## config.mk

```make
export PLATFORM = sky130hd
export DESIGN_NAME = sar_adc_seq
export DESIGN_NICKNAME = d
export VERILOG_FILES = /design/src/rtl/sar_adc_pkg.sv /design/src/rtl/sar_ch_next.sv /design/src/rtl/sar_adc_seq.sv
export SDC_FILE = /design/constraint.sdc
export NUM_CORES = 1
export LEC_CHECK = 0
export ABC_AREA = 1
export CAP_MARGIN = 20
export CORE_ASPECT_RATIO = 0.7
export CORE_MARGIN = 2
export CORE_UTILIZATION = 48
export DETAILED_ROUTE_END_ITERATION = 8
export PLACE_DENSITY = 0.68
export SLEW_MARGIN = 20
export SYNTH_ARGS = -nofsm -noshare
export SYNTH_HDL_FRONTEND = slang
export SYNTH_HIERARCHICAL = 1
export SYNTH_SLANG_ARGS = --single-unit
export TNS_END_PERCENT = 10
```

## constraint.sdc

```tcl
create_clock -name clk_i -period 6.7 [get_ports clk_i]
set_input_delay 1.675 -clock clk_i [delete_from_list [all_inputs] [get_ports clk_i]]
set_output_delay 1.675 -clock clk_i [all_outputs]
set_load 0.01 [all_outputs]
```

## src/rtl/sar_adc_pkg.sv

```systemverilog
// sar_adc_pkg: shared state encoding and default parameters for the SAR ADC sequencer
// Holds no ports; it is imported by sar_ch_next and sar_adc_seq.
package sar_adc_pkg;
    typedef enum logic [1:0] {IDLE, SAMPLE, CONVERT} state_t;
    localparam int DEF_RESOLUTION   = 8;
    localparam int DEF_NUM_CH       = 4;
    localparam int DEF_MAX_AVG_LOG2 = 3;
endpackage

```

## src/rtl/sar_ch_next.sv

```systemverilog
// sar_ch_next: finds the next enabled channel above cur_i, wrapping to the lowest enabled one
// Ports: mask_i channel enables, cur_i current index, nxt_o next index,
//        wrap_o high when no enabled channel lies above cur_i (nxt_o is then the lowest).
module sar_ch_next
    import sar_adc_pkg::*;
#(
    parameter int NUM_CH = DEF_NUM_CH,
    parameter int CW     = 2
) (
    input  logic [NUM_CH-1:0] mask_i,
    input  logic [CW-1:0]     cur_i,
    output logic [CW-1:0]     nxt_o,
    output logic              wrap_o
);
    logic [CW-1:0] lo, hi;
    always_comb begin
        lo     = '0;
        hi     = '0;
        wrap_o = 1'b1;
        for (int i = NUM_CH - 1; i >= 0; i--) begin
            if (mask_i[i]) lo = CW'(i);
            if (mask_i[i] && i > int'(cur_i)) begin
                hi     = CW'(i);
                wrap_o = 1'b0;
            end
        end
        nxt_o = wrap_o ? lo : hi;
    end
endmodule

```

## src/rtl/sar_adc_seq.sv

```systemverilog
// sar_adc_seq: multi-channel SAR ADC sequencer with averaging and a one-deep result register
// Ports: clk_i/rst_ni clock and async active-low reset; start_i/cont_i/ch_en_i/avg_log2_i/
//        sample_cycles_i scan configuration; comp_p_i/comp_n_i comparator; sample_o, ch_sel_o,
//        dac_p_o/dac_n_o analog front-end control; busy_o; valid_o/ready_i/result_o/ch_o result
//        handshake; overrun_o sticky lost-result flag cleared by clr_ovr_i.
module sar_adc_seq
    import sar_adc_pkg::*;
#(
    parameter int RESOLUTION   = DEF_RESOLUTION,
    parameter int NUM_CH       = DEF_NUM_CH,
    parameter int MAX_AVG_LOG2 = DEF_MAX_AVG_LOG2,
    localparam int CW  = NUM_CH > 1 ? $clog2(NUM_CH) : 1,
    localparam int AVW = MAX_AVG_LOG2 > 0 ? $clog2(MAX_AVG_LOG2 + 1) : 1
) (
    input  logic                  clk_i,
    input  logic                  rst_ni,
    input  logic                  start_i,
    input  logic                  cont_i,
    input  logic [NUM_CH-1:0]     ch_en_i,
    input  logic [AVW-1:0]        avg_log2_i,
    input  logic [3:0]            sample_cycles_i,
    input  logic                  comp_p_i,
    input  logic                  comp_n_i,
    output logic                  sample_o,
    output logic [CW-1:0]         ch_sel_o,
    output logic [RESOLUTION-1:0] dac_p_o,
    output logic [RESOLUTION-1:0] dac_n_o,
    output logic                  busy_o,
    output logic                  valid_o,
    input  logic                  ready_i,
    output logic [RESOLUTION-1:0] result_o,
    output logic [CW-1:0]         ch_o,
    output logic                  overrun_o,
    input  logic                  clr_ovr_i
);
    localparam int AW  = RESOLUTION + MAX_AVG_LOG2;
    localparam int NW  = MAX_AVG_LOG2 + 1;
    localparam int BW  = $clog2(RESOLUTION);
    localparam int KW  = BW > 4 ? BW : 4;
    state_t                state_q, state_d;
    logic [KW-1:0]         cnt_q, cnt_d;
    logic [CW-1:0]         ch_q, ch_d, rch_q, rch_d, nxt_ch, cur_ch;
    logic [NUM_CH-1:0]     en_q, en_d, mask;
    logic [AVW-1:0]        avg_q, avg_d, avg_sat;
    logic [3:0]            smp_q, smp_d;
    logic [RESOLUTION-1:0] dac_p_q, dac_p_d, dac_n_q, dac_n_d, res_q, res_d, bit_m, code;
    logic [AW-1:0]         acc_q, acc_d, acc_sum;
    logic [NW-1:0]         nconv_q, nconv_d;
    logic                  valid_q, valid_d, ovr_q, ovr_d, dec, wrap, last_conv, load;
    // In IDLE the search starts "above" the top index so it returns the lowest enabled channel.
    assign mask   = state_q == IDLE ? ch_en_i : en_q;
    assign cur_ch = state_q == IDLE ? CW'(NUM_CH - 1) : ch_q;
    sar_ch_next #(.NUM_CH(NUM_CH), .CW(CW)) u_next (
        .mask_i(mask),
        .cur_i (cur_ch),
        .nxt_o (nxt_ch),
        .wrap_o(wrap)
    );
    assign dec       = comp_p_i & ~comp_n_i;
    assign bit_m     = {{(RESOLUTION - 1){1'b0}}, 1'b1} << (KW'(RESOLUTION - 1) - cnt_q);
    // dac_p_q already holds every decided 1, so OR-ing in this cycle's decision yields the code.
    assign code      = dac_p_q | (dec ? bit_m : '0);
    assign acc_sum   = (nconv_q == '0 ? '0 : acc_q) + AW'(code);
    assign last_conv = nconv_q == NW'((1 << avg_q) - 1);
    assign avg_sat   = avg_log2_i > AVW'(MAX_AVG_LOG2) ? AVW'(MAX_AVG_LOG2) : avg_log2_i;
    always_comb begin
        state_d = state_q;
        cnt_d   = cnt_q;
        ch_d    = ch_q;
        en_d    = en_q;
        avg_d   = avg_q;
        smp_d   = smp_q;
        dac_p_d = dac_p_q;
        dac_n_d = dac_n_q;
        acc_d   = acc_q;
        nconv_d = nconv_q;
        load    = 1'b0;
        case (state_q)
            IDLE: if (start_i && |ch_en_i) begin
                state_d = SAMPLE;
                cnt_d   = '0;
                ch_d    = nxt_ch;
                en_d    = ch_en_i;
                avg_d   = avg_sat;
                smp_d   = sample_cycles_i == 4'd0 ? 4'd1 : sample_cycles_i;
                nconv_d = '0;
            end
            SAMPLE: begin
                cnt_d = cnt_q + KW'(1);
                if (cnt_q + KW'(1) == KW'(smp_q)) begin
                    state_d = CONVERT;
                    cnt_d   = '0;
                end
            end
            CONVERT: begin
                dac_p_d = dac_p_q | (dec ? bit_m : '0);
                dac_n_d = dac_n_q | (dec ? '0 : bit_m);
                cnt_d   = cnt_q + KW'(1);
                if (cnt_q == KW'(RESOLUTION - 1)) begin
                    dac_p_d = '0;
                    dac_n_d = '0;
                    cnt_d   = '0;
                    acc_d   = acc_sum;
                    nconv_d = nconv_q + NW'(1);
                    state_d = SAMPLE;
                    if (last_conv) begin
                        load    = 1'b1;
                        nconv_d = '0;
                        ch_d    = nxt_ch;
                        state_d = wrap && !cont_i ? IDLE : SAMPLE;
                    end
                end
            end
            default: state_d = IDLE;
        endcase
    end
    assign valid_d = load | (valid_q & ~ready_i);
    assign ovr_d   = (load & valid_q & ~ready_i) | (ovr_q & ~clr_ovr_i);
    assign res_d   = load ? RESOLUTION'(acc_sum >> avg_q) : res_q;
    assign rch_d   = load ? ch_q : rch_q;
    always_ff @(posedge clk_i or negedge rst_ni) begin
        if (!rst_ni) begin
            state_q <= IDLE;
            cnt_q   <= '0;
            ch_q    <= '0;
            en_q    <= '0;
            avg_q   <= '0;
            smp_q   <= '0;
            dac_p_q <= '0;
            dac_n_q <= '0;
            acc_q   <= '0;
            nconv_q <= '0;
            valid_q <= 1'b0;
            ovr_q   <= 1'b0;
            res_q   <= '0;
            rch_q   <= '0;
        end else begin
            state_q <= state_d;
            cnt_q   <= cnt_d;
            ch_q    <= ch_d;
            en_q    <= en_d;
            avg_q   <= avg_d;
            smp_q   <= smp_d;
            dac_p_q <= dac_p_d;
            dac_n_q <= dac_n_d;
            acc_q   <= acc_d;
            nconv_q <= nconv_d;
            valid_q <= valid_d;
            ovr_q   <= ovr_d;
            res_q   <= res_d;
            rch_q   <= rch_d;
        end
    end
    assign sample_o  = state_q == SAMPLE;
    assign busy_o    = state_q != IDLE;
    assign ch_sel_o  = ch_q;
    assign dac_p_o   = dac_p_q;
    assign dac_n_o   = dac_n_q;
    assign valid_o   = valid_q;
    assign result_o  = res_q;
    assign ch_o      = rch_q;
    assign overrun_o = ovr_q;
endmodule

```

* Word level (Yosys, flattened, before mapping)
Index checks and enable logic that the tools add are counted. W data, S select, Z words.
Word-level totals: register bits 61, bits of input ports 18, output and inout port bits 32, word-level logic and storage cells 106
Cells by class: add/sub/neg operators 5, magnitude comparators 4, equal/unequal tests 9, shifts and indexed selects 3, mux-type cells 40, bitwise gates (word level) 12, reduce and logical (&&, ||, !) cells 19
Operator list (count):
- $mux W2 | 16
- $mux W8 | 4
- $mux W4 | 7
- $or A8 B8 Y8 | 2
- $pmux W4 S3 | 1
- $add A11 B8 Y11 | 1
- $mux W11 | 1
- $shr A11 B2 Y8 | 1
- $add A4 B1 Y4 const B | 2
- $eq A4 B4 Y1 | 2
- $logic_not A4 Y1 | 2
- $mux W1 | 8
- $pmux W4 S2 | 1
- $shl A1 B4 Y8 const A | 1
- $pmux W2 S3 | 1
- $reduce_and A2 Y1 | 3
- $reduce_and A3 Y1 | 2
- $and A1 B1 Y1 | 5
- $logic_and A1 B1 Y1 | 5
- $eq A4 B3 Y1 const B | 1
- $gt A2 B2 Y1 const A | 2
- $ne A2 B1 Y1 const B | 2
- $ne A2 B2 Y1 const B | 2
- $pmux W2 S2 | 1
- 15 further kinds | 19

* Depth between registers and ports, before layout
Gate-level depths: netlist of run 1.
depth in word-level cells 12, mapped depth 22, mapped depth without buffers 22

* Modules after synthesis
Netlist of run 1, hierarchy kept.
Modules (own cells, without submodules):
- sar_adc_seq | times used 1, cells each 488, area each 3709.8 µm², sequential area each 1526.5 µm²
- sar_ch_next | times used 1, cells each 20, area each 92.6 µm², sequential area each 0.0 µm²

* Worst setup path before layout of run 1
Ideal clock, no wire load.
path type input-to-reg, start in comp_p_i, end reg res_q[6], in the netlist result_o[6], library setup time 0.062 ns, data arrival time 3.591 ns, required time 6.638 ns, slack 3.047 ns, cell stages on the path 20, path buffers 0, cells stage by stage inv_1 nor2_1 nand2_1 nand2_1 ha_1 inv_1 fa_1 inv_1 nand3_1 nand2_1 nand2_1 nand2_1 nand2_1 nand2_1 nand2_1 nand2_2 clkinv_1 nand3_1 nand2_1 inv_1
Between the ends: longest elaborated chain between the ends 5
Ends and longest elaborated chain:
- from (decl) | RTL line sar_adc_seq.sv:22 | input logic comp_p_i,
- $and A1 B1 Y1 | RTL line sar_adc_seq.sv:59 | assign dec = comp_p_i & ~comp_n_i;
- $mux W8 | RTL line sar_adc_seq.sv:62 | assign code = dac_p_q | (dec ? bit_m : '0);
- $or A8 B8 Y8 | RTL line sar_adc_seq.sv:62
- $add A11 B8 Y11 | RTL line sar_adc_seq.sv:63 | assign acc_sum = (nconv_q == '0 ? '0 : acc_q) + AW'(code);
- $shr A11 B2 Y8 | RTL line sar_adc_seq.sv:119 | assign res_d = load ? RESOLUTION'(acc_sum >> avg_q) : res_q;
- to (signal assigned) | RTL line sar_adc_seq.sv:150 | res_q <= res_d;
- to (decl) | RTL line sar_adc_seq.sv:46 | logic [RESOLUTION-1:0] dac_p_q, dac_p_d, dac_n_q, dac_n_d, res_q, res_d, bit_m, code;
No other way between the ends. A chain may end at the register's enable or synchronous reset.

* Worst setup path in the final report of run 1
Ends and elaborated chain as after synthesis.

==> impl_summary.md, run 1 <==
Yosys
The number of enable-type register cells in the synthesized netlist is 0. Counting flops with an async set or reset pin after synthesis yields a share of 1.00. For this run, the leading register cell type out of synthesis is sky130_fd_sc_hd__dfrtp_1. The biggest area contributor in the post-synthesis netlist is sky130_fd_sc_hd__dfrtp_1. Summing every instance area after synthesis gives 3800 um^2. The Yosys step of the flow raised 6 warnings. In the post-synthesis netlist, the biggest area contributors are sky130_fd_sc_hd__dfrtp_1 (40%), sky130_fd_sc_hd__nand2_1 (12%), sky130_fd_sc_hd__inv_1 (8.0%). The number of distinct library cells after synthesis is 36. A synthesized cell averages 7.49 um^2. Of the post-synthesis cell area, the dominant cell type holds 0.401.

By count the netlist is led by sky130_fd_sc_hd__nand2_1 (123), sky130_fd_sc_hd__inv_1 (81), sky130_fd_sc_hd__dfrtp_1 (61). Synthesis produced 508 cells. The sequential-to-total area share from yosys stat is 0.401. After synthesis the netlist holds a flip-flop and latch count of 61. The number of nets in the synthesized netlist is 547. In the post-synthesis netlist, the cell with the most instances is sky130_fd_sc_hd__nand2_1.

Die
The floorplan step set the die height to 78.5 um. From left edge to right edge, the die measures 110 um. The area inside the core boundary is 7770 um^2. The initialized floorplan defines 27 standard-cell rows. The die footprint is 8660 um^2. 50 I/O pins were placed. The initial core utilization is 0.489.

Clock tree
The buffers inserted during post-CTS setup optimization is 0. Clock-pin slew was measured on the worst setup and hold paths at 50 ps. TritonCTS built the clock tree. After clock tree synthesis, the flow added hold-fix buffers numbering 0. The maximum count of clock buffers along a single path is 2. The total number of H-tree levels is 3.

The buffer cell driving the clock tree root is sky130_fd_sc_hd__clkbuf_16. The clock insertion delay at the later pin of the skew report is 330 ps. Counting every sink on the clock net gives 61. The number of buffers inserted during clock tree synthesis is 9. The number of gates given a new drive strength after cts is 0.

STA
Setup repair after global routing left no endpoint under its margin. Setup violations remaining at the end of the flow were counted as 0. The final clock period utilization by the worst path is 0.629. The post-route minimum period is 4210 ps. The number of endpoints with negative hold slack in the final report is 0. The actual slew at the worst max-slew pin is 777 ps.

Once routing completed, OpenROAD measured the worst setup slack at 2490 ps. Clock skew on the completed layout was measured at 6.33 ps. After routing, the total negative slack on setup checks comes to 0 ps.

The headroom to the max-slew limit is 0.482. The worst hold margin is 479 ps. The maximum clock frequency is 237 MHz.

The final max-slew violation count is 0.

Global route
The first global-routing pass estimated 15,100 um of wire. The number of antenna violations at the first check in global routing was 0. Entering global routing, the biggest net connects 62 pins. Global routing finished with a remaining overflow of 0. The number of global-route vias before repair is 3,263. Across every metal layer, demand over resource in global routing totals 0.226.

Routing
The DRC marker count from the first detailed-route iteration is 207. The total number of vias is 3,400. The total iterations of the first detailed-routing run is 5.

In the routed design, unresolved DRC markers number 0. The via count normalized by instance count is 5.12. In the final routed layout, each cell accounts on average for 13.3 um. The detail route stage leaves a number of antenna-violating nets equal to 0. The aggregate routed wire length is 8860 um.

Pwr
The total leakage power is 2.48 nW. The power share of the clock group is 0.247. Of the total power, combinational logic draws 0.502.

For this design the total switching power over the nets is 870 uW. The share of total power dissipated in sequential elements is 0.251. IR analysis of the VDD net gives a maximum drop of 0.000235 V. For this design the ratio of total power to cell area is 421 nW/um^2. The share of total power consumed by net switching is 0.441. The internal power is 1.10 mW.

Cells and area
From synthesis to final layout, the design area changed by 23.2%. The number of nets in the layout is 597. The count of antenna diodes in the layout is 0. In the final layout, the share of cells above drive strength 1 is 0.0782.

Placement
The worst setup slack after placement is 2230 ps. In this run the tool buffered the top-level ports with 49 buffer cells. The placer congestion estimate is 0.945. The half-perimeter wire length after placement is 6530 um.

Worst setup path
The register-to-register path setup slack is 3670 ps. The cell that appears most often on the critical path is sky130_fd_sc_hd__nand2_1. For this design, the slowest cell found on the critical path is sky130_fd_sc_hd__nor2_1. The setup path with the least slack is of type in -> reg. The most critical setup path has its startpoint at comp_p_i.

The worst endpoint data arrival time is 4490 ps. Walking the worst path, the cells encountered are clkdlybuf4s50_1 > inv_1 > nor2_1 > nand2_1 > nand2_1 > ha_1 > inv_1 > fa_1 > inv_1 > nand3_1 > nand2_1 > nand2_1 > nand2_1 > nand2_1 > nand2_1 > nand2_1 > nand2_2 > clkinv_1 > nand3_1 > nand2_1 > inv_1. The maximum net fanout on the critical path is 10.

In this run the critical register-to-register path is launched from cnt_q[0]. Data on the critical path is required at its endpoint by 6970 ps. The peak per-stage delay on the critical path is 500 ps. The worst setup path is captured at a flop. The kind of launch point of the worst setup path is a primary input.

Worst hold path
The worst hold path belongs to the class reg -> reg. The worst hold path startpoint is result_o[2].

Flow run
Max-cap violations in this run came to 0.

Run status
The flow ran to the end, and the final reports show no timing, DRC or antenna violations.
[sequential cells by signal, summed over array words and instances, names as in the netlist]
signal     count
acc_q         11
dac_n_o        8
dac_p_o        8
result_o       8
cnt_q          4
en_q           4
nconv_q        4
smp_q          4
avg_q          2
ch_o           2
ch_sel_o       2
state_q        2
overrun_o      1
valid_o        1
[power groups by stage]
stage | logic [mW] | registers (mW) | clock network [mW]
global route | 1.12 | 0.507 | 0.516
detailed placement | 0.967 | 0.500 | 0
floorplan | 0.744 | 0.483 | 0
CTS | 0.978 | 0.495 | 0.498
finish | 0.991 | 0.495 | 0.487
global placement | 0.949 | 0.498 | 0
[per-stage QoR]
step,total power [mW],utilization,cell area [um^2],std cells
after floorplan,1.23,-,3800,508
after global placement,1.45,0.562,4370,648
after detailed placement,1.47,0.562,4370,648
after CTS,1.97,0.603,4690,664
after global routing,2.15,0.603,4690,664
final,1.97,0.603,4690,664
[path summary, 6_finish.rpt]
check	endpoint	cells past startpoint
max in group asynchronous	smp_q[0]	2
setup reg to reg	result_o[6]	22
hold reg to reg	result_o[2]	2
hold / removal	result_o[2]	2
setup / recovery	result_o[6]	21
min in group asynchronous	dac_p_o[0]	2
[per-layer routing]
layer | wire length, um | track usage | share of wire | up-vias
li1 | - | - | - | 1731
met1 | 4420 | 0.327 | 0.50 | 1555
met2 | 3780 | 0.325 | 0.43 | 100
met3 | 538 | 0.0606 | 0.061 | 14
met4 | 121 | 0.0750 | 0.014 | 0
met5 | 0 | 0 | 0 | -
[layout by cell type, fill, tap and decap left out, types with 3 or more instances in the layout]
master and instances:
sky130_fd_sc_hd__nand2_1 123, sky130_fd_sc_hd__inv_1 81, sky130_fd_sc_hd__dfrtp_1 61, sky130_fd_sc_hd__nand3_1 48, sky130_fd_sc_hd__clkdlybuf4s50_1 48, sky130_fd_sc_hd__nor2_1 41
sky130_fd_sc_hd__o21ai_0 32, sky130_fd_sc_hd__a21oi_1 23, sky130_fd_sc_hd__ha_1 20, sky130_fd_sc_hd__o211ai_1 11, sky130_fd_sc_hd__clkbuf_16 9, sky130_fd_sc_hd__o21ai_1 7
sky130_fd_sc_hd__nand2_2 5, sky130_fd_sc_hd__a31oi_1 5, sky130_fd_sc_hd__inv_2 4, sky130_fd_sc_hd__xor2_1 4, sky130_fd_sc_hd__a31o_2 3, sky130_fd_sc_hd__nor2_8 3
sky130_fd_sc_hd__xnor2_1 3, sky130_fd_sc_hd__nor3_1 3, sky130_fd_sc_hd__clkinv_2 3
[cell type report]
class | count | area (um^2)
inverter | 88 | 333
timing repair buffer | 50 | 493
tap | 101 | 126
multi-input combinational | 348 | 1890
fill | 750 | 3080
clock inverter | 7 | 90.1
clock buffer | 9 | 225
sequential | 61 | 1530
[cell families (layout without fill, tap and decap cells)]
group / Yosys count / count (layout) / synth area share
AND/OR/NAND/NOR: 234 / 234 / 0.280
XOR/XNOR: 7 / 7 / 0.0161
adder cells (fa/ha/maj): 21 / 21 / 0.0711
AO/OA/AOI/OAI: 86 / 86 / 0.130
buffers and inverters: 99 / 154 / 0.101
flip-flops: 61 / 61 / 0.401
[critical path: cells and delay by family]
family | cells | cell delay (ps)
buffers and inverters | 6 | 700
AND/OR/NAND/NOR | 13 | 1520
adder cells (fa/ha/maj) | 2 | 580
No activity file was read; power rests on OpenSTA's default activity.
==> inputs of run 2 (changes only) <==
- clock period: 6.7 -> 4.1 ns (I/O delays scaled with it)
==> impl_summary.md, run 2 (same netlist as run 1, synthesis figures left out) <==
Cells and area
acc_q holds more flip-flops than any other register. The storage element area came to 1530 um^2 (unchanged). The number of fill cells in the layout is 749 (-0.13%).

Leaving out fill and tap cells, the most frequent cell in the layout is sky130_fd_sc_hd__nand2_1. The utilization of the core after routing was 0.599 (-0.00370). The count of antenna diodes in the layout is 0 (unchanged). The number of nets in the layout came to 598 (+0.17%). The number of flip-flops under the largest register name is 11 (unchanged). The ratio of cells with drive above 1 in the final layout was 0.0780 (-0.000139).

The area occupied by multi-input gates is 1890 um^2 (unchanged). The growth of design area from synthesis to finish is 22.5%. In the layout the commonest cells are sky130_fd_sc_hd__nand2_1 (123), sky130_fd_sc_hd__inv_1 (81), sky130_fd_sc_hd__dfrtp_1 (61).

Global route
The aggregate global routing overflow was 0 (unchanged). The met2 capacity usage during global routing is 0.352 (+0.0264). The combined global-route utilization of all metal layers was 0.227 (+0.00138). The met1 global-route usage was 0.320 (-0.00713). The global-route wire length before repair is 15,500 um (+2.4%). In this run the most used layer during global routing was met2. The global routing usage on met3 was 0.0598 (-0.000831). The largest net degree at the start of global routing is 40 (-35%). The number of global-route vias before repair is 3,360 (+3.0%). The number of antenna violations at the first check in global routing came to 0 (unchanged).

Pwr
The ratio of total power to cell area came to 670 nW/um^2 (+59%). The largest vdd supply drop is 0.000359 V (+53%). The share of total power consumed by net switching is 0.451 (+0.00991). The fraction of power consumed by sequential logic was 0.260 (+0.009). The part of the total power dissipated in combinational logic is 0.515 (+0.013). The net load switching power was 1.41 mW (+62%). The power share of the clock group is 0.225 (-0.022).

The total leakage power came to 2.47 nW (-0.31%). The internal power is 1.71 mW (+55%).

Clock tree
The count of hold buffers inserted by post-cts repair is 0 (unchanged). The number of buffers inserted during clock tree synthesis was 9 (unchanged). TritonCTS built the clock tree. The buffer cell driving the clock tree root is sky130_fd_sc_hd__clkbuf_16. The clock-pin slew reported for the worst setup and hold paths after clock tree synthesis is 50 ps (about the same). The clock net sink count was 61 (unchanged). The maximum count of clock buffers along a single path came to 2 (unchanged).

The total number of H-tree levels is 3 (unchanged). The clock insertion delay at the later pin of the skew report is 330 ps (about the same). The buffers inserted during post-CTS setup optimization was 0 (unchanged). The number of gates given a new drive strength after cts is 0 (unchanged).

Die
The area inside the core boundary was 7770 um^2 (unchanged). The overall die width is 110 um (unchanged). The number of core rows is 27 (unchanged).

The number of ports placed on the die boundary came to 50 (unchanged). The die boundary height is 78.5 um (unchanged). The die footprint is 8660 um^2 (unchanged). The initial core utilization is 0.489 (unchanged).

Placement
The half-perimeter wire length after placement is 6720 um (+2.9%). The worst setup slack after placement is 578 ps (-1650 ps). The total of buffers placed on input and output ports is 49 (unchanged).

The placer congestion estimate is 0.894 (-5.4%).

Routing
The total iterations of the first detailed-routing run is 4 (-1). The detail-routed net length per standard cell is 13.5 um (+1.1%). The total number of vias is 3,394 (-0.18%). The post-route antenna net violation count was 0 (unchanged). The aggregate routed wire length is 8970 um (+1.3%).

The via count normalized by instance count was 5.10 (-0.33%). The post-detailed-route DRC marker count is 0 (unchanged). The DRC marker count from the first detailed-route iteration is 213 (+2.9%).

Worst setup path
The setup path with the least slack is of type in -> reg. The maximum net fanout on the critical path was 10 (unchanged). The critical path data required time is 4370 ps (-2600 ps). The type of element capturing the critical path is a flop. The worst endpoint data arrival time is 3510 ps (-980 ps). The kind of launch point of the worst setup path is a primary input.

STA
The post-route minimum period is 3240 ps. The number of endpoints with negative hold slack in the final report is 0 (unchanged). The worst setup slack after layout is 856 ps (-1630 ps). The final clock period utilization by the worst path is 0.791.

The number of setup violations in the final report is 0 (unchanged). Setup repair after global routing left no endpoint under its margin. The headroom to the max-slew limit was 0.605 (+0.122). The worst hold margin came to 484 ps (+4.91 ps). The accumulated negative setup slack is 0 ps (unchanged). The final max-slew violation count is 0 (unchanged).

Derived from the worst setup path, the maximum achievable clock frequency is 308 MHz. The post-route clock skew is 7.30 ps (+0.969 ps). The actual slew at the worst max-slew pin was 591 ps (-185 ps).

Run status
The run finished with clean final reports.

Worst hold path
The classification of the worst-slack hold path is reg -> reg.

Flow run
The max-capacitance violation count is 0 (unchanged).
## run 2: per-layer routing
| metal | share of wire | routed length, um | up-vias |
|---|---|---|---|
| li1 | - | - | 1728 |
| met1 | 0.50 | 4500 | 1571 |
| met2 | 0.43 | 3900 | 89 |
| met3 | 0.057 | 511 | 6 |
| met4 | 0.0070 | 63 | 0 |
| met5 | 0 | 0 | - |
## run 2: layout make-up
class | count | area share
clock inverter | 4 | 0.00484
timing repair buffer | 51 | 0.107
sequential | 61 | 0.328
inverter | 88 | 0.0715
tap | 101 | 0.0271
multi-input combinational | 348 | 0.406
clock buffer | 12 | 0.0551
## run 2: final timing paths
kind / from / endpoint / slack (ps) / cells after the start
hold reg to reg: result_o[2] / result_o[2] / 480 / 2
max in group asynchronous: rst_ni / cnt_q[1] / 2530 / 2
setup reg to reg: cnt_q[0] / result_o[6] / 1140 / 22
min in group asynchronous: rst_ni / dac_n_o[6] / 680 / 1
setup / recovery: comp_p_i / result_o[6] / 860 / 22
hold / removal: result_o[2] / result_o[2] / 480 / 2
## run 2: critical path, cell delays in order
cell                              delay, ps
sky130_fd_sc_hd__clkdlybuf4s50_1        460
sky130_fd_sc_hd__inv_1                   40
sky130_fd_sc_hd__nor2_1                  70
sky130_fd_sc_hd__buf_4                  180
sky130_fd_sc_hd__nand2_1                 70
sky130_fd_sc_hd__nand2_1                 60
sky130_fd_sc_hd__ha_1                   190
sky130_fd_sc_hd__inv_1                   70
sky130_fd_sc_hd__fa_1                   400
sky130_fd_sc_hd__inv_1                   70
sky130_fd_sc_hd__nand3_1                 70
sky130_fd_sc_hd__nand2_1                130
sky130_fd_sc_hd__nand2_1                 90
sky130_fd_sc_hd__nand2_1                110
sky130_fd_sc_hd__nand2_1                 80
sky130_fd_sc_hd__nand2_1                 70
sky130_fd_sc_hd__nand2_1                 70
sky130_fd_sc_hd__nand2_2                 50
sky130_fd_sc_hd__clkinv_1                50
sky130_fd_sc_hd__nand3_1                 70
sky130_fd_sc_hd__nand2_1                 50
sky130_fd_sc_hd__inv_1                   40
## run 2: power groups by stage
stage	clock, mW	sequential (mW)	combinational, mW
after global placement	0	0.814	1.55
final	0.703	0.811	1.61
after CTS	0.717	0.810	1.60
after global routing	0.751	0.827	1.83
after detailed placement	0	0.818	1.59
after floorplan	0	0.789	1.22
## run 2: stage by stage
step	instances	instance area, um^2	total power [mW]
finish	665	4660	3.12
global route	665	4660	3.41
CTS	665	4660	3.13
detailed placement	649	4380	2.41
global placement	649	4380	2.36
floorplan	508	3800	2.01
==> inputs of run 3 (changes only) <==
- clock period: 4.1 -> 3.4 ns (I/O delays scaled with it)
==> impl_summary.md, run 3 (same netlist as run 1, synthesis figures left out) <==
Die
The initial core utilization came to 0.489 (unchanged). The number of ports placed on the die boundary is 50 (unchanged). The die footprint is 8660 um^2 (unchanged). The area inside the core boundary is 7770 um^2 (unchanged). The die boundary height is 78.5 um (unchanged).

The overall die width is 110 um (unchanged). The number of core rows is 27 (unchanged).

Global route
The global-route wire length before repair is 15,100 um (-2.4%). The largest net degree at the start of global routing is 28 (-30%). The aggregate global routing overflow is 0 (unchanged). The number of antenna violations at the first check in global routing is 0 (unchanged). The number of global-route vias before repair is 3,260 (-3.0%). The combined global-route utilization of all metal layers is 0.225 (-0.00259).

Clock tree
The clock-pin slew reported for the worst setup and hold paths after clock tree synthesis is 50 ps (about the same). The number of buffers inserted during clock tree synthesis is 9 (unchanged). The number of gates given a new drive strength after cts is 0 (unchanged).

TritonCTS built the clock tree. The clock net sink count is 61 (unchanged). The total number of H-tree levels is 3 (unchanged).

CTS placed an instance of sky130_fd_sc_hd__clkbuf_16 at the clock tree root. The maximum count of clock buffers along a single path is 2 (unchanged). The count of hold buffers inserted by post-cts repair is 0 (unchanged).

The clock insertion delay at the later pin of the skew report is 330 ps (about the same).

Worst setup path
The worst endpoint data arrival time was 3320 ps (-190 ps). The maximum net fanout on the critical path was 5 (-5). The critical path in this run is classified as in -> reg. The critical path data required time came to 3670 ps (-700 ps).

STA classifies the critical path endpoint as a flop. STA classifies the critical path startpoint as a primary input.

Cells and area
The number of nets in the layout is 604 (+1.0%). The number of flip-flops under the largest register name was 11 (unchanged). Leaving out fill and tap cells, the most frequent cell in the layout is sky130_fd_sc_hd__nand2_1.

The count of antenna diodes in the layout came to 0 (unchanged). The number of fill cells in the layout was 755 (+0.80%). More flip-flops sit in one register than any other, and that register is acc_q.

In the layout the commonest cells are sky130_fd_sc_hd__nand2_1 (123), sky130_fd_sc_hd__inv_1 (81), sky130_fd_sc_hd__dfrtp_1 (61). The ratio of cells with drive above 1 in the final layout is 0.0845 (+0.00649). Relative to the synthesized area, the layout overhead comes to 23.3%.

Routing
The post-route antenna net violation count was 0 (unchanged). The total iterations of the first detailed-routing run is 7 (+3). The total number of vias is 3,405 (+0.32%). The via count normalized by instance count came to 5.09 (-0.28%). The post-detailed-route DRC marker count is 0 (unchanged). The DRC marker count from the first detailed-route iteration is 194 (-8.9%). The detail-routed net length per standard cell is 13.0 um (-3.4%). The aggregate routed wire length was 8720 um (-2.9%).

Pwr
The ratio of total power to cell area is 799 nW/um^2 (+19%). The largest vdd supply drop is 0.000479 V (+33%). The share of total power consumed by net switching came to 0.448 (-0.00316). The part of the total power dissipated in combinational logic is 0.520 (+0.005). The power share of the clock group is 0.219 (-0.006). The internal power came to 2.07 mW (+21%). The net load switching power is 1.68 mW (+19%). The final total power is 3.75 mW (+20%). The total leakage power is 2.50 nW (+1.1%). The fraction of power consumed by sequential logic is 0.261 (about the same).

STA
The post-route clock skew is 3.58 ps (-3.72 ps). The number of setup violations in the final report is 0 (unchanged). The final max-slew violation count is 0 (unchanged).

Setup repair after global routing left no endpoint under its margin. Of the available clock period, the critical path in the final layout requires 0.899. The actual slew at the worst max-slew pin is 638 ps (+46.6 ps). The worst hold margin is 474 ps (-10.3 ps).

The accumulated negative setup slack was 0 ps (unchanged). The headroom to the max-slew limit is 0.573 (-0.0312). The number of endpoints with negative hold slack in the final report is 0 (unchanged).

The post-route minimum period is 3060 ps. Derived from the worst setup path, the maximum achievable clock frequency is 327 MHz.

Placement
The placer congestion estimate is 0.951 (+6.4%). The total of buffers placed on input and output ports is 49 (unchanged). The half-perimeter wire length after placement is 6570 um (-2.2%).

Worst hold path
In this run the worst hold path is classified as reg -> reg.

Flow run
The max-capacitance violation count is 0 (unchanged).

Run status
The flow ran to the end, and the final reports show no timing, DRC or antenna violations.
run 3: cell count changes in the layout (fill, tap and decap cells not counted), sizes merged:
cell	previous run	this run
buf	3	9
clkinv	5	4
clkinvlp	1	0
run 3: path summary, 6_finish.rpt:
check                            start          end  slack (ps)  cells after the start
setup / recovery              comp_p_i  result_o[5]         340                     18
min in group asynchronous       rst_ni   dac_n_o[7]         490                      1
hold / removal             result_o[2]  result_o[2]         470                      2
hold reg to reg            result_o[2]  result_o[2]         470                      2
setup reg to reg            nconv_q[0]  result_o[6]         490                     21
max in group asynchronous       rst_ni  ch_sel_o[0]        2220                      2
run 3: stage by stage:
| stage | setup slack, ps | std cells | instance area [um^2] | util |
|---|---|---|---|---|
| 2_1_floorplan | 572 | 508 | 3800 | - |
| 3_5_place_dp | 30.6 | 651 | 4390 | 0.565 |
| 5_1_grt | 49.0 | 669 | 4690 | 0.604 |
| 4_1_cts | 365 | 665 | 4660 | 0.600 |
| 3_3_place_gp | 120 | 651 | 4390 | 0.565 |
| 6_report | 344 | 669 | 4690 | 0.604 |
run 3: critical path, cell delays in order:
cell	delay, ps
sky130_fd_sc_hd__clkdlybuf4s50_1	460
sky130_fd_sc_hd__inv_1	40
sky130_fd_sc_hd__nor2_1	90
sky130_fd_sc_hd__buf_4	140
sky130_fd_sc_hd__buf_4	120
sky130_fd_sc_hd__inv_1	50
sky130_fd_sc_hd__o21bai_1	180
sky130_fd_sc_hd__ha_1	280
sky130_fd_sc_hd__or2_2	300
sky130_fd_sc_hd__nand3_1	110
sky130_fd_sc_hd__nand2_1	90
sky130_fd_sc_hd__nand2_1	90
sky130_fd_sc_hd__nand2_1	100
sky130_fd_sc_hd__nand2_1	90
sky130_fd_sc_hd__nand2_1	60
sky130_fd_sc_hd__o21ai_0	140
sky130_fd_sc_hd__nand2_1	80
sky130_fd_sc_hd__nand2_1	60
run 3: routing by layer:
layer  wire length (um)  track usage  vias up  part of all wire
li1                   -            -     1744                 -
met1               4490        0.324     1567              0.51
met2               3710        0.340       84              0.43
met3                436       0.0556       10             0.050
met4                 83       0.0488        0            0.0095
met5                  0            0        -                 0
run 3: cell type report:
| type | instances | area (um^2) | share of cell area |
|---|---|---|---|
| inverter | 88 | 333 | 0.0710 |
| sequential | 61 | 1530 | 0.326 |
| clock inverter | 2 | 10.0 | 0.00213 |
| timing repair buffer | 57 | 546 | 0.116 |
| clock buffer | 12 | 256 | 0.0547 |
| tap | 101 | 126 | 0.0269 |
| multi-input combinational | 348 | 1890 | 0.403 |
run 3: power by group through the flow:
| stage | clock network [mW] | registers (mW) | logic [mW] |
|---|---|---|---|
| after detailed placement | 0 | 0.983 | 1.91 |
| after global placement | 0 | 0.980 | 1.89 |
| final | 0.823 | 0.977 | 1.95 |
| after floorplan | 0 | 0.952 | 1.47 |
| after CTS | 0.837 | 0.973 | 1.92 |
| after global routing | 0.873 | 0.999 | 2.22 |
run 3: timing repair:
item	CTS	global route
endpoints found under the setup margin	0	1
hold endpoints to repair	0	0
buffers inserted	0	4
